## src/rtl/core_pc_selector.sv

```systemverilog
// Front-end fetch PC selector: sequential advance, commit-time redirect, control-flow FSM.
// Optional perf counters enabled by defining CORE_PC_SEL_PERF_EN.
module core_pc_selector #(
    parameter int unsigned     XLEN        = 32,
    parameter logic [XLEN-1:0] RESET_PC    = 32'h0000_0000,
    parameter int unsigned     INSTR_BYTES = 4
) (
    input  logic            clk,
    input  logic            rst,
    input  logic            cmd_start,
    input  logic            cmd_halt,
    input  logic            cmd_flush_done,
    input  logic            redir_valid,
    input  logic [XLEN-1:0] redir_target,
    output logic            pc_valid,
    output logic [XLEN-1:0] pc_addr,
    input  logic            pc_ready,
    output logic            st_busy,
    output logic [1:0]      st_state,
`ifdef CORE_PC_SEL_PERF_EN
    output logic [31:0]     perf_redir_cnt,
    output logic [31:0]     perf_stall_cnt,
`endif
    output logic            redir_misalign
);

    localparam logic [1:0] ST_IDLE   = 2'd0;
    localparam logic [1:0] ST_RUN    = 2'd1;
    localparam logic [1:0] ST_FLUSH  = 2'd2;
    localparam logic [1:0] ST_HALTED = 2'd3;

    // Masking instead of slicing keeps INSTR_BYTES == 1 legal (zero alignment bits).
    localparam logic [XLEN-1:0] ALIGN_MASK = XLEN'(INSTR_BYTES - 1);
    localparam logic [XLEN-1:0] PC_STEP    = XLEN'(INSTR_BYTES);

    logic [1:0]      state_q, state_d;
    logic [XLEN-1:0] pc_q, pc_d;
    logic            misalign_q, misalign_d;
    logic            transfer;
    logic            redir_take;

    assign pc_valid       = (state_q == ST_RUN);
    assign pc_addr        = pc_q;
    assign st_state       = state_q;
    assign st_busy        = (state_q == ST_RUN) || (state_q == ST_FLUSH);
    assign redir_misalign = misalign_q;

    assign transfer   = pc_valid && pc_ready;
    assign redir_take = redir_valid && (state_q != ST_IDLE);

    always_comb begin
        state_d    = state_q;
        pc_d       = pc_q;
        misalign_d = 1'b0;
        if (redir_take) begin
            pc_d       = redir_target & ~ALIGN_MASK;
            misalign_d = |(redir_target & ALIGN_MASK);
            state_d    = ST_FLUSH;
        end else begin
            case (state_q)
                ST_IDLE: begin
                    if (cmd_start) state_d = ST_RUN;
                end
                ST_RUN: begin
                    if (cmd_halt) begin
                        state_d = ST_HALTED;
                    end else if (transfer) begin
                        pc_d = pc_q + PC_STEP;
                    end
                end
                ST_FLUSH: begin
                    if (cmd_flush_done) state_d = ST_RUN;
                end
                ST_HALTED: begin
                    if (cmd_start) state_d = ST_RUN;
                end
                default: state_d = ST_IDLE;
            endcase
        end
    end

    always_ff @(posedge clk) begin
        if (rst) begin
            state_q    <= ST_IDLE;
            pc_q       <= RESET_PC;
            misalign_q <= 1'b0;
        end else begin
            state_q    <= state_d;
            pc_q       <= pc_d;
            misalign_q <= misalign_d;
        end
    end

`ifdef CORE_PC_SEL_PERF_EN
    logic [31:0] redir_cnt_q, redir_cnt_d;
    logic [31:0] stall_cnt_q, stall_cnt_d;

    always_comb begin
        redir_cnt_d = redir_cnt_q;
        stall_cnt_d = stall_cnt_q;
        if (redir_take && (redir_cnt_q != '1)) redir_cnt_d = redir_cnt_q + 32'd1;
        if (pc_valid && !pc_ready && (stall_cnt_q != '1)) stall_cnt_d = stall_cnt_q + 32'd1;
    end

    always_ff @(posedge clk) begin
        if (rst) begin
            redir_cnt_q <= '0;
            stall_cnt_q <= '0;
        end else begin
            redir_cnt_q <= redir_cnt_d;
            stall_cnt_q <= stall_cnt_d;
        end
    end

    assign perf_redir_cnt = redir_cnt_q;
    assign perf_stall_cnt = stall_cnt_q;
`endif

endmodule

```

## config.mk

```make
export PLATFORM = sky130hd
export DESIGN_NAME = core_pc_selector
export DESIGN_NICKNAME = d
export VERILOG_FILES = /design/src/rtl/core_pc_selector.sv
export SDC_FILE = /design/constraint.sdc
export NUM_CORES = 1
export LEC_CHECK = 0
export ABC_CLOCK_PERIOD_IN_PS = 2800
export BUFFER_PORTS_ARGS = -buffer_cell sky130_fd_sc_hd__buf_4
export CORE_UTILIZATION = 34
export DETAILED_ROUTE_END_ITERATION = 10
export PLACE_DENSITY = 0.62
export SETUP_SLACK_MARGIN = 0.5
export SLEW_MARGIN = 20
export SYNTH_ARGS = -nofsm -noshare
export SYNTH_HDL_FRONTEND = slang
export SYNTH_SLANG_ARGS = --single-unit
```

## constraint.sdc

```tcl
create_clock -name clk -period 2.8 [get_ports clk]
set_input_delay 0.42 -clock clk [delete_from_list [all_inputs] [get_ports clk]]
set_output_delay 0.42 -clock clk [all_outputs]
set_load 0.01 [all_outputs]
```

==> results of run 1 <==
cells in the final DEF, fill, tap and decap left out, types with 7 or more instances in the layout:
cell type	count
o31ai_1	8
nand2_1	19
dfxtp_1	33
a211oi_1	8
nor2_1	24
or3_1	7
nor3_1	7
o21ai_0	7
nand4_1	10
nand3_1	14
buf_4	76
or4_1	14
a311oi_1	9
state kept, by name, indices dropped and copies added (netlist names):
register        cells
st_state            2
pc_addr            30
redir_misalign      1
through the flow:
stage | total power, W | worst slack (ps)
5_1_grt | 0.00173 | 547
3_3_place_gp | 0.00128 | 460
6_report | 0.00162 | 659
4_1_cts | 0.00162 | 559
2_1_floorplan | 0.000998 | 539
3_5_place_dp | 0.00128 | 354
worst paths after layout:
path                                      start        endpoint  slack (ps)  depth (start not counted)
worst max-delay path                st_state[1]     pc_addr[21]         660                          6
worst min-delay path            redir_target[0]  redir_misalign         340                          2
worst max register to register      st_state[1]     pc_addr[21]         660                          6
worst min register to register      st_state[1]     st_state[1]         510                          2
worst max-delay path: stages (launching register included):
cell and delay, ps:
dfxtp_1 340, inv_1 120, ha_4 170, nand3b_4 100, or4_4 590, or4_1 480
a311oi_1 250
power groups by stage:
stage / registers [W] / clock network, W / logic, W
CTS: 0.000699 / 0.000344 / 0.000576
finish: 0.000702 / 0.000337 / 0.000576
global placement: 0.000709 / 0 / 0.000571
floorplan: 0.000720 / 0 / 0.000278
detailed placement: 0.000708 / 0 / 0.000573
global route: 0.000723 / 0.000370 / 0.000636
kinds of logic after synthesis:
| logic type | after synthesis | share of synthesized area |
|---|---|---|
| adders and majority gates | 4 | 0.0249 |
| AOI/OAI and AO/OA | 56 | 0.205 |
| xor gates and xnor gates | 7 | 0.0305 |
| DFF | 33 | 0.329 |
| and+or+nand+nor | 128 | 0.363 |
| buffers and inverters | 22 | 0.0454 |
| other | 1 | 0.00187 |
what timing repair did:
| item | CTS | global route |
|---|---|---|
| endpoints found under the hold margin | 0 | 0 |
| setup endpoints to repair | 7 | 2 |
| pin swaps | 1 | 0 |
| resized for setup | 2 | 2 |
| setup buffers | 1 | 0 |
area by class of cell:
| cell class | count | area share |
|---|---|---|
| multi-input combinational | 197 | 0.476 |
| sequential | 33 | 0.245 |
| timing repair buffer | 76 | 0.212 |
| tap | 72 | 0.0334 |
| clock buffer | 5 | 0.0255 |
| inverter | 5 | 0.00696 |
| clock inverter | 1 | 0.00186 |
layer usage:
layer  up-vias  track usage  wire length (um)
met3        12       0.0483               385
met2        74        0.313              2710
met4         0       0.0836               117
met1      1031        0.272              2790
li1       1110            -                 -
met5         -            0                 0
==> results by group, run 1 <==
Outcome
  • Status: finished clean

Timing
  • Skew final: about 8.6 ps
  • Setup TNS: 0 ps
  • RSZ-0062 raised after global routing: no
  • Rel. slew slack: 0.486
  • Final Hold Vio Count: 0
  • Tcrit/Tclk final: 0.765
  • Transition time of the tightest slew-check pin: about 760 ps
  • Final min period: roughly 2100 ps
  • Final setup viols: 0
  • Fin. max-slew vios: 0
  • Achievable frequency: between 0.4 and 0.5 GHz
  • Hold slack: between 300 and 400 ps

Synthesis
  • Post-Synthesis Cells: 251
  • Number of synthesized register bits: 33
  • Ys async rst share: 0
  • Share of the synthesized area in the top cell type: 0.329
  • Cell area after synthesis: 0.00201 sq mm
  • Number of synthesized flops with an enable pin: 0
  • Syn. warnings: 0
  • Syn avg cell area: 8.01 sq um
  • Top-count cell post-synth: dfxtp_1
  • Dominant synthesized flop cell: dfxtp_1
  • Area leader, netlist: dfxtp_1
  • Number of library cell types mapped by synthesis: between 40 and 50
  • Register area share after synthesis: 0.329
  • Synth top cells by count: dfxtp_1, nor2_1, nand2_1
  • Synth area leaders: dfxtp_1, or4_1, nor2_1, a311oi_1, nand2_1

Clock network
  • TritonCTS clock tree: yes
  • CTS Buf Count: 5
  • H-tree Lvls: 2
  • Clk sink count: 33
  • Clk root buf: clkbuf_8
  • Hold-fix buffers at CTS: 0
  • Clock Pin Slew Worst Setup and Hold Paths: around 70 ps
  • Clk_lat worst skew: around 280 ps
  • Clk buf depth: 2

Global route
  • Largest net degree at the start of global routing: a little over 50
  • First-pass GRT wire length: about 10000 um
  • Total Routing Usage GR: 0.204
  • Total grt overflow: 0
  • Initial antenna violation count: 0
  • Vias in the first global route: ~2100

Critical path
  • Req. time, crit path: approximately 3000 ps
  • CP Launch Type: flop
  • CP Class: reg -> reg
  • Critical Path End Type: flop
  • Max FO, Critical Path: 6
  • CP arrival: approximately 2300 ps

Die
  • Core Area: approximately 0.0056 sq mm
  • Starting density of the core: 0.359
  • Die H: a little under 80 um
  • Die width: approximately 79 um
  • I/O pin total: 76
  • Die Footprint: just over 0.006 sq mm
  • Cell Rows: 27

Layout
  • Nets: 361
  • Layout cell share with drive strength beyond 1: 0.281
  • Fin util: 0.481
  • Finished Layout Cells: ~400
  • Diodes inserted: 0
  • Area Growth Syn to Fin: 34.2%
  • Design area: around 0.0027 sq mm
  • Fill count: 583
  • Reg area: 661 sq um
  • Multi-input gate area: around 0.0013 sq mm

Flow run
  • Max-cap violations: 0

Power
  • Sequential group share of total power: 0.435
  • Leak Pwr: roughly 1.0 nW
  • Power share of the combinational group: 0.357
  • Net Sw Frac: 0.365
  • Pwr Density: between 500 and 600 mW/mm^2
  • NetSw: approximately 0.00059 W
  • Worst ir drop on vdd: between 200 and 300 uV
  • Clk pwr share: 0.209
  • Int Power: between 0.001 and 0.0015 W

Route
  • Initial drt markers: 98
  • Drt drc: 0
  • Drt total wl: between 6000 and 7000 um
  • Vias: approximately 2200
  • Drt pass-1 iters: 4
  • Routed vias/inst: 5.72
  • Average wire per standard cell: ~15 um
  • ANT nets after route: 0

Placement
  • I/O Buffers: 73
  • Placed cell areas: around 0.0026 sq mm
  • DP Cell Count: approximately 380
  • GPL Wtd Cong: 0.796
  • DP HPWL: 4360 um

Min path
  • Worst Hold Class: in -> reg
(Power assumes the default switching activity.)
==> run 2, diff against run 1 <==
--- a/config.mk
+++ b/config.mk
@@ -5,7 +5,7 @@
 export SDC_FILE = /design/constraint.sdc
 export NUM_CORES = 1
 export LEC_CHECK = 0
-export ABC_CLOCK_PERIOD_IN_PS = 2800
+export ABC_CLOCK_PERIOD_IN_PS = 2060
 export BUFFER_PORTS_ARGS = -buffer_cell sky130_fd_sc_hd__buf_4
 export CORE_UTILIZATION = 34
 export DETAILED_ROUTE_END_ITERATION = 10
==> constraint.sdc (replaced) <==
create_clock -name clk -period 2.06 [get_ports clk]
set_input_delay 0.309 -clock clk [delete_from_list [all_inputs] [get_ports clk]]
set_output_delay 0.309 -clock clk [all_outputs]
set_load 0.01 [all_outputs]
==> run 2 against run 1 <==
Effect of this change: final cell count grew 14%; non-clock buffer count grew 51; die area is the same; utilization grew 15 points; critical path depth grew 1; critical path type unchanged.
==> results by group, run 2 (synthesized netlist as in run 1, its figures left out) <==
Layout
  • Area Growth Syn to Fin: 75.2%
  • Fin util: 0.628
  • Max reg flops: 30
  • Fill count: approximately 520
  • Commonest non-fill, non-tap cell in the layout: buf_4
  • Diodes inserted: 0
  • Nets: 413
  • Most frequent cells in the layout: buf_4, dfxtp_1, nand2_1, nor2_1, buf_6
  • Layout cell share with drive strength beyond 1: 0.547

Route
  • Routed vias/inst: between 5 and 6
  • Drt pass-1 iters: 4
  • Drt total wl: ~7600 um
  • ANT nets after route: 0
  • Initial drt markers: around 220
  • Vias: roughly 2500
  • Average wire per standard cell: approximately 17 um
  • Drt drc: 0

Global route
  • Initial antenna violation count: 0
  • Vias in the first global route: about 2300
  • Total grt overflow: 0
  • First-pass GRT wire length: 11400 um
  • Largest net degree at the start of global routing: 21
  • Total Routing Usage GR: 0.233

Clock network
  • Clock Pin Slew Worst Setup and Hold Paths: ~80 ps
  • Clk_lat worst skew: between 200 and 300 ps
  • Clk buf depth: 2
  • CTS Buf Count: 5
  • Clk root buf: clkbuf_8
  • Clk sink count: 33
  • TritonCTS clock tree: yes
  • H-tree Lvls: 2

Flow run
  • Max-cap violations: 0

Placement
  • GPL Wtd Cong: between 0.8 and 0.9
  • DP HPWL: a little under 5000 um
  • I/O Buffers: 73
  • Pre-CTS setup slack: 2.19 ps

Critical path
  • Critical Path End Type: flop
  • CP Class: reg -> reg
  • CP Buf/Inv Count: 2
  • Req. time, crit path: 2270 ps
  • R2r worst-path depth: 7
  • Worst path cell trace: inv_4 -> ha_4 -> buf_4 -> nand3b_4 -> or4_4 -> or4_4 -> a311oi_1
  • Crit path depth: 7
  • CP top delay family: simple AND/OR/NAND/NOR gates
  • Max FO, Critical Path: 4
  • Slowest-stage cell, CP: or4_4
  • Worst stage delay on the critical path: 440 ps
  • CP arrival: 2090 ps
  • CP Launch Type: flop
  • Most frequent CP cell: or4_4

Timing
  • Hold slack: roughly 230 ps
  • Final min period: between 1500 and 2000 ps
  • Setup TNS: 0 ps
  • Skew final: between 10 and 15 ps
  • Final setup viols: 0
  • Tcrit/Tclk final: 0.913
  • Achievable frequency: between 0.5 and 0.6 GHz
  • Fin. max-slew vios: 0
  • RSZ-0062 raised after global routing: yes
  • Final Hold Vio Count: 0
  • Final worst-path setup slack: around 180 ps

Die
  • Core Area: around 0.0056 sq mm
  • Die Footprint: 0.00623 sq mm
  • I/O pin total: 76
  • Starting density of the core: 0.359
  • Die H: roughly 79 um
  • Die width: 78.9 um
  • Cell Rows: 27

Power
  • Clk pwr share: 0.218
  • NetSw: 0.000999 W
  • Int Power: 0.00182 W
  • Leak Pwr: about 1.4 nW
  • Sequential group share of total power: 0.331
  • Pwr Density: approximately 800 mW/mm^2
  • Net Sw Frac: 0.354
  • Worst ir drop on vdd: between 400 and 500 uV
  • Power share of the combinational group: 0.451

Min path
  • Hold depth: 2
  • Worst Hold Class: in -> reg

Outcome
  • Status: finished clean
run 2: cell types whose count changed in the layout (fill, tap and decap cells not counted), sizes merged:
cell,delta
or3,+1
buf,+49
clkinv,-1
clkbuf,+5
run 2: area by class of cell:
cell class	count	area [sq um]	area share
Sequential cell	33	692	0.196
Clock buffer	8	111	0.0316
Inverter	5	23.8	0.00675
Tap cell	72	90.1	0.0256
Multi-Input combinational cell	198	1540	0.437
Timing Repair Buffer	127	1070	0.303
run 2: stage by stage:
stage               instance area (sq um)  instances  power (W)
CTS                                  3150        431    0.00257
detailed placement                   2810        405    0.00187
floorplan                            2070        252    0.00138
finish                               3520        443    0.00282
global route                         3520        443    0.00297
global placement                     2810        405    0.00185
run 2: what timing repair did:
| action | in CTS | in global routing |
|---|---|---|
| pin swaps | 24 | 27 |
| buffers inserted | 17 | 9 |
| hold buffers | 0 | 0 |
| gates cloned | 1 | 3 |
| endpoints found under the setup margin | 31 | 32 |
| gates resized for setup | 27 | 58 |
| hold endpoints to repair | 0 | 0 |
run 2: worst paths after layout:
path,startpoint,to,slack [ps]
max,st_state[1],pc_addr[21],180
min,redir_target[0],redir_misalign,230
max reg2reg,st_state[1],pc_addr[21],180
min reg2reg,pc_addr[13],pc_addr[13],530
run 2: layer usage:
metal	track usage	wire (um)	share of wire	vias up
met5	0	0	0	-
met4	0.0600	88	0.012	0
met3	0.0448	380	0.050	17
met2	0.391	3680	0.49	86
met1	0.306	3410	0.45	1207
li1	-	-	-	1228
run 2: power by group through the flow:
stage	Clock [W]	Sequential, W	Combinational (W)
finish	0.000616	0.000934	0.00127
global route	0.000639	0.000956	0.00137
CTS	0.000616	0.000921	0.00103
detailed placement	0	0.000946	0.000920
global placement	0	0.000941	0.000911
floorplan	0	0.000993	0.000391
==> run 3, diff against run 2 <==
--- a/config.mk
+++ b/config.mk
@@ -9,6 +9,7 @@
 export BUFFER_PORTS_ARGS = -buffer_cell sky130_fd_sc_hd__buf_4
 export CORE_UTILIZATION = 34
 export DETAILED_ROUTE_END_ITERATION = 10
+export MAX_ROUTING_LAYER = met4
 export PLACE_DENSITY = 0.62
 export SETUP_SLACK_MARGIN = 0.5
 export SLEW_MARGIN = 20
==> run 3 against run 2 <==
Effect of this change: non-clock buffer count is 3 lower; final cell count fell by 0.68%; utilization down 2.2 points; sequential share of layout area up 0.74 points; fmax fell by 0.75%; count of clock-buffer cells in the layout unchanged; clock power is essentially flat; combinational power shrank 10%; critical path depth stayed put; largest cell class unchanged; final area shrank 3.5%.
==> results by group, run 3 (synthesized netlist as in run 1, its figures left out) <==
Outcome
  • Status: finished clean

Clock network
  • Clk sink count: 33
  • CTS Buf Count: 5
  • Clk root buf: clkbuf_8
  • Clk_lat worst skew: ~300 ps
  • Clk buf depth: 2
  • Clock Pin Slew Worst Setup and Hold Paths: about 80 ps
  • TritonCTS clock tree: yes
  • H-tree Lvls: 2

Route
  • Top Layer Used: met4
  • ANT nets after route: 0
  • DR WL met3: 480 um
  • Vias: between 2000 and 3000
  • Routed vias/inst: 5.70
  • Initial drt markers: 220
  • Drt drc: 0
  • Routed wl met2: 3600 um
  • Average wire per standard cell: between 15 and 20 um
  • Wire length on met1: 3180 um
  • Drt pass-1 iters: 4
  • Drt total wl: between 7000 and 8000 um

Global route
  • First-pass GRT wire length: 11400 um
  • Largest net degree at the start of global routing: 21
  • Total grt overflow: 0
  • Initial antenna violation count: 0
  • Total Routing Usage GR: 0.240
  • Vias in the first global route: approximately 2300

Layout
  • Area Growth Syn to Fin: 69.1%
  • Multi-input gate area: between 0.001 and 0.0015 sq mm
  • Most frequent cells in the layout: buf_4, nor2_1, nand2_1
  • Design area: 0.00340 sq mm
  • Commonest non-fill, non-tap cell in the layout: buf_4
  • Fill count: around 530
  • Max reg flops: 30
  • Reg area: 693 sq um
  • Nets: 410
  • Diodes inserted: 0
  • Layout cell share with drive strength beyond 1: 0.511

Timing
  • Final Hold Vio Count: 0
  • Tcrit/Tclk final: 0.919
  • Hold slack: roughly 230 ps
  • Final setup viols: 0
  • Setup TNS: 0 ps
  • RSZ-0062 raised after global routing: yes
  • Skew final: 11.4 ps
  • Final min period: between 1500 and 2000 ps
  • Final worst-path setup slack: about 170 ps
  • Achievable frequency: roughly 0.53 GHz
  • Fin. max-slew vios: 0

Power
  • Worst ir drop on vdd: 458 uV
  • Pwr Density: between 700 and 800 mW/mm^2
  • Overall Power: around 0.0027 W
  • Leak Pwr: 1.37 nW

Die
  • Die H: between 70 and 80 um
  • Die Footprint: ~0.0062 sq mm
  • Die width: 78.9 um
  • Core Area: 0.00561 sq mm
  • Starting density of the core: 0.359
  • Cell Rows: 27
  • I/O pin total: 76

Min path
  • Hold depth: 3
  • Worst Hold Class: in -> reg

Critical path
  • CP Launch Type: flop
  • Worst path cell trace: inv_4 -> ha_4 -> buf_4 -> nand3b_4 -> or4_4 -> or4_4 -> a311oi_1
  • CP Class: reg -> reg
  • Max FO, Critical Path: 4
  • Worst stage delay on the critical path: roughly 440 ps
  • Most frequent CP cell: or4_4
  • Slowest-stage cell, CP: or4_4
  • R2r worst-path depth: 7
  • Req. time, crit path: around 2300 ps
  • Critical Path End Type: flop
  • CP arrival: 2100 ps

Placement
  • DP HPWL: between 4000 and 5000 um
  • Pre-CTS setup slack: 2.19 ps
  • I/O Buffers: between 70 and 80
  • Placed cell areas: ~0.0028 sq mm
  • GPL Wtd Cong: ~0.82

Flow run
  • Max-cap violations: 0
[run 3: worst paths after layout]
path / startpoint / end / slack [ps]
hold / removal: redir_target[11] / pc_addr[11] / 230
hold reg to reg: pc_addr[13] / pc_addr[13] / 540
setup reg to reg: st_state[1] / pc_addr[21] / 170
setup / recovery: st_state[1] / pc_addr[21] / 170
[run 3: where the power goes]
| group | internal [W] | switching, W |
|---|---|---|
| sequential | 0.000782 | 0.000152 |
| combinational | 0.000615 | 0.000521 |
| clock | 0.000346 | 0.000272 |
[run 3: cell type report]
type / count / area share
Clock buffer: 8 / 0.0327
Tap cell: 72 / 0.0265
Timing Repair Buffer: 124 / 0.298
Multi-Input combinational cell: 198 / 0.432
Inverter: 5 / 0.00625
Sequential cell: 33 / 0.204
[run 3: per-stage QoR]
stage	std cells	util
floorplan	252	-
global placement	405	0.502
detailed placement	405	0.502
CTS	431	0.562
global route	440	0.606
finish	440	0.606
[run 3: repair_timing]
action                                  in CTS  in global routing
setup buffers                               17                  8
gates resized for setup                     27                 40
hold buffers                                 0                  0
pin swaps                                   24                 23
cloned                                       1                  1
endpoints found under the setup margin      31                 32
[run 3: per-layer routing]
metal | GRT usage | up-vias
met1 | 0.307 | 1191
met3 | 0.0448 | 9
met2 | 0.390 | 88
met5 | - | -
li1 | - | 1222
met4 | 0.0600 | 0
[run 3: worst max-delay path: cells and delay by family (launching register included)]
| kind | cells | cell delay [ps] |
|---|---|---|
| AO/OA/AOI/OAI | 1 | 210 |
| adder cells (fa/ha/maj) | 1 | 130 |
| buffers and inverters | 2 | 170 |
| flip-flops | 1 | 350 |
| AND/OR/NAND/NOR | 3 | 950 |
